**config.mk**
```make
export PLATFORM = sky130hd
export DESIGN_NAME = sort_unload
export DESIGN_NICKNAME = d
export VERILOG_FILES = /design/src/rtl/sort_unload.sv
export SDC_FILE = /design/constraint.sdc
export NUM_CORES = 1
export LEC_CHECK = 0
export ABC_AREA = 1
export BUFFER_PORTS_ARGS = -buffer_cell sky130_fd_sc_hd__buf_4
export CORE_MARGIN = 2
export CORE_UTILIZATION = 54
export DETAILED_ROUTE_END_ITERATION = 7
export GPL_ROUTABILITY_DRIVEN = 0
export MAX_ROUTING_LAYER = met4
export PLACE_DENSITY = 0.8
export SYNTH_ARGS = -nofsm -noshare
export SYNTH_HDL_FRONTEND = slang
export SYNTH_SLANG_ARGS = --single-unit
```
**constraint.sdc**
```tcl
create_clock -name clk -period 1.7 [get_ports clk]
set_clock_uncertainty 0.1 [all_clocks]
set_input_delay 0.085 -clock clk [delete_from_list [all_inputs] [get_ports clk]]
set_output_delay 0.085 -clock clk [all_outputs]
set_load 0.01 [all_outputs]
```
**src/rtl/sort_unload.sv**
```systemverilog
// Parallel-to-serial unload stage behind the final bitonic sort step.
// Optional build macro SORT_UNLOAD_REV_EN adds a per-vector descending-emission input 'rev'.
module sort_unload #(
  parameter int unsigned width = 8,
  parameter int unsigned index = 8
) (
  input  logic             clk,
  input  logic             rst,
`ifdef SORT_UNLOAD_REV_EN
  input  logic             rev,
`endif
  input  logic             in_valid,
  output logic             in_ready,
  input  logic [width-1:0] in_data [0:index-1],
  output logic             out_valid,
  input  logic             out_ready,
  output logic [width-1:0] out_data,
  output logic [$clog2(index)-1:0] out_idx,
  output logic             out_last,
  output logic             busy
);

  localparam int unsigned CW = $clog2(index);
  localparam logic [CW-1:0] LAST_CNT = CW'(index - 1);

  if ((index < 2) || ((index & (index - 1)) != 0)) begin : g_bad_index
    $error("sort_unload: index must be a power of 2 and at least 2");
  end

  typedef enum logic {
    IDLE = 1'b0,
    SEND = 1'b1
  } state_e;

  state_e           state_q, state_d;
  logic [CW-1:0]    cnt_q,   cnt_d;
  logic [width-1:0] data_q [0:index-1];
  logic [width-1:0] data_d [0:index-1];
`ifdef SORT_UNLOAD_REV_EN
  logic             rev_q,   rev_d;
`endif

  logic [CW-1:0] pos;
  logic          last_beat;
  logic          capture;

  // cnt counts beats; pos maps the beat onto a buffer position.
  always_comb begin
`ifdef SORT_UNLOAD_REV_EN
    pos = rev_q ? (LAST_CNT - cnt_q) : cnt_q;
`else
    pos = cnt_q;
`endif
    last_beat = (state_q == SEND) && (cnt_q == LAST_CNT);
  end

  always_comb begin
    in_ready  = 1'b0;
    out_valid = 1'b0;
    out_data  = '0;
    out_idx   = '0;
    out_last  = 1'b0;
    busy      = 1'b0;

    if (state_q == SEND) begin
      out_valid = 1'b1;
      out_data  = data_q[pos];
      out_idx   = pos;
      out_last  = last_beat;
      busy      = 1'b1;
    end

    // Refill is allowed on the handshake of the final beat, giving zero-bubble back-to-back.
    if (rst) begin
      in_ready = (state_q == IDLE) || (last_beat && out_ready);
    end

    capture = in_valid && in_ready;
  end

  always_comb begin
    state_d = state_q;
    cnt_d   = cnt_q;
    data_d  = data_q;
`ifdef SORT_UNLOAD_REV_EN
    rev_d   = rev_q;
`endif

    unique case (state_q)
      IDLE: begin
        if (capture) begin
          state_d = SEND;
          cnt_d   = '0;
        end
      end
      SEND: begin
        if (out_ready) begin
          if (last_beat) begin
            cnt_d   = '0;
            state_d = capture ? SEND : IDLE;
          end else begin
            cnt_d = cnt_q + 1'b1;
          end
        end
      end
      default: begin
        state_d = IDLE;
        cnt_d   = '0;
      end
    endcase

    if (capture) begin
      for (int unsigned i = 0; i < index; i++) begin
        data_d[i] = in_data[i];
      end
`ifdef SORT_UNLOAD_REV_EN
      rev_d = rev;
`endif
    end
  end

  always_ff @(posedge clk or negedge rst) begin
    if (!rst) begin
      state_q <= IDLE;
      cnt_q   <= '0;
      for (int unsigned i = 0; i < index; i++) begin
        data_q[i] <= '0;
      end
`ifdef SORT_UNLOAD_REV_EN
      rev_q   <= 1'b0;
`endif
    end else begin
      state_q <= state_d;
      cnt_q   <= cnt_d;
      for (int unsigned i = 0; i < index; i++) begin
        data_q[i] <= data_d[i];
      end
`ifdef SORT_UNLOAD_REV_EN
      rev_q   <= rev_d;
`endif
    end
  end

endmodule

```
==> results.yml <==
run_status:
  outcome: "finished, violations left"
  violations: "hold timing, setup timing"
timing:
  rsz0062_at_grt: "true"
  slew_violations: 0
  setup_slack_ns: -0.258
  setup_violations: 74
  period_share_pct: 115
  timing.hold.ws_ns: -0.585
  timing.fmax_ghz: 0.511
  slew_headroom_pct: 33.3
  min_period_ns: 1.96
  hold_violations: 48
  tightest_slew_ns: 0.997
global_routing:
  overflow: 0
  grt_pass1_vias: 4027
  grt_max_degree: 49
  grt_pass1_wl_um: 18900
  antenna_found_initial: 0
  grt_usage_pct: 34.1
place:
  dpl.hpwl_um: 5930
  post-place-ws_ns: -0.108
  dp_cells: 668
  io_buffers: 82
critical_path:
  cp_top_family: "buffers and inverters"
  reg2reg_depth: 10
  cp_slowest_cell: "dfrtp_1"
  max_stage_delay_ns: 0.40
  cpMostUsedCell: "nand2_2"
  rr_endpoint: "data_q[25]"
  crit-reg2reg-launch: "cnt_q[1]"
  crit_chain: "buf_6 > clkinv_8 > buf_8 > nand2_2 > nand3_2 > nand2_2 > nand2_2 > nand2_2 > buf_6"
  cp.arrival_ns: 1.77
  cp-start-kind: "flop"
  required_ns: 1.51
  crit_start: "cnt_q[0]"
  worstSetupPathType: "flop to primary output"
  crit_fanout: 6
  reg2reg_slack_ns: -0.15
  critical_path_buf_inv_count: 4
  cp-end-kind: "primary output"
logic_synthesis:
  post-synth-top-area-cell: "dfrtp_1"
  ys_ff_latch: 68
  synthCells: 518
  ys_top_cells_by_area: "dfrtp_1 (46%), nand2_1 (28%), inv_1 (7.4%), nand2_2 (5.3%), nand3_1 (5.0%)"
  synth_sequential_area_ratio_pct: 46.3
  yosysUniqueCellTypes: 15
  syn_area_per_cell_um2: 7.10
  ys_warn_count: 0
  synthesis.area_um2: 3680
  yosysTopAreaCellShare_pct: 46.3
  synthesis.nets: 588
die:
  ios: 83
  coreArea_um2: 6680
  dieArea_um2: 7480
  fp.dieH_um: 86.5
  fp-row-count: 30
  die_x_um: 86.5
  initial_core_util_pct: 55.0
final_layout:
  regArea_um2: 1700
  syn_to_final_growth_pct: 65.6
  multi_input_area_um2: 1880
  layout_common_cells: "nand2_1 (198), nand2_2 (91), buf_4 (84), inv_1 (69), dfrtp_1 (67)"
  nFillCells: 266
  final_common_cell: "nand2_1"
  diodes: 0
  drive_gt1_share_pct: 39.2
  fin_nets: 758
  final_cells: 773
pwr:
  ir_worst_vdd_v: 0.000949
  total_leakage_power_uw: 0.00339
  power_density_nw_per_um2: 1760
job:
  maxCapViolCount: 0
route:
  final_antenna_net_count: 0
  drtIter0Drc: 675
  routed_wl_um: 16100
  route.vias.total: 4530
  first_pass_iters: 7
  avgRoutedWirePerCell_um: 20.8
  drc: 0
  vias_per_cell: 5.86
cts:
  tritoncts: "done"
  clock_sink_count: 68
  clockBufferDepth: 2
  hold_buffers: 66
  path_clk_slew_ns: 0.08
  htreeDepth: 3
  cts_buffers: 9
  cts_root_buf: "clkbuf_8"
  clk_latency_ns: 0.36
min_path:
  hold_class: "primary input to async pin"
power by group:
group | leakage, uW | switching, uW | internal (uW)
clock | 0.000112 | 715 | 909
combinational | 0.00243 | 3520 | 2570
sequential | 0.000845 | 613 | 2360
worst max path at each step:
| stage | to | slack, ns | cells past startpoint |
|---|---|---|---|
| after global routing | out_data[5] | -0.29 | 9 |
| after detailed placement | data_q[42] | -0.11 | 8 |
| final | out_data[5] | -0.26 | 9 |
| after CTS | in_ready | -0.09 | 7 |
| after floorplan | data_q[0] | 0.17 | 9 |
| after global placement | data_q[7] | -0.02 | 8 |
cell usage after synthesis:
cell type / instances
nand2_1: 276
inv_1: 72
dfrtp_1: 68
nand3_1: 37
nand2_2: 31
buf_6: 12
buf_2: 7
buf_4: 6
ha_1: 2
nand4_1: 2
clkinv_1: 1
inv_4: 1
nand3_4: 1
nor2_1: 1
o21ai_0: 1
through the flow:
stage	total power (uW)	utilization [%]	hold WS [ns]	area, um^2	TNS [ns]
after floorplan	5280	-	-0.311	3680	0
after global placement	6350	64.3	-0.207	4300	-0.0584
after detailed placement	6480	64.3	-0.209	4300	-4.80
after CTS	8860	83.0	-0.581	5550	-3.28
after global routing	11000	91.1	-0.593	6090	-8.07
final	10700	91.1	-0.585	6090	-6.34
cell families after synthesis:
family / Yosys count / share of synthesized area [%]
simple gates: 348 / 39.4
buf+inv: 99 / 13.5
flops: 68 / 46.3
fa+ha+maj: 2 / 0.681
compound gates: 1 / 0.136
worst reg2reg max path, delay by kind of cell, from the launching register on:
kind,cells,cell delay (ns)
buffers and inverters,3,0.40
adder cells (fa/ha/maj),2,0.40
AND/OR/NAND/NOR,5,0.37
flip-flops,1,0.44
cell type report:
class / instances / share of cell area [%]
multi-input cells: 351 / 30.9
repair buffers: 179 / 29.0
flip-flops and latches: 68 / 28.0
inverters: 74 / 5.26
clock buffers: 11 / 2.49
well taps: 80 / 1.64
repair inverters: 5 / 1.40
clock inverters: 5 / 1.38
flip-flops by register name, indices dropped and copies added, names as in the netlist:
register and cells:
cnt_q 3, state_q 1, data_q 64
metal layers:
| layer | track usage (%) | up-vias | part of all wire, % | routed length [um] |
|---|---|---|---|---|
| li1 | - | 1856 | - | - |
| met3 | 5.62 | 143 | 11 | 1820 |
| met2 | 56.4 | 436 | 48 | 7670 |
| met4 | 18.0 | 0 | 7.3 | 1180 |
| met5 | - | - | 0 | 0 |
| met1 | 39.9 | 2095 | 34 | 5390 |
what timing repair did:
item,CTS,global route
gates resized for setup,48,125
setup buffers,8,5
hold endpoints to repair,135,48
setup endpoints to repair,73,75
gates cloned,5,7
pin swaps,5,23
No activity file was read; power rests on OpenSTA's default activity.
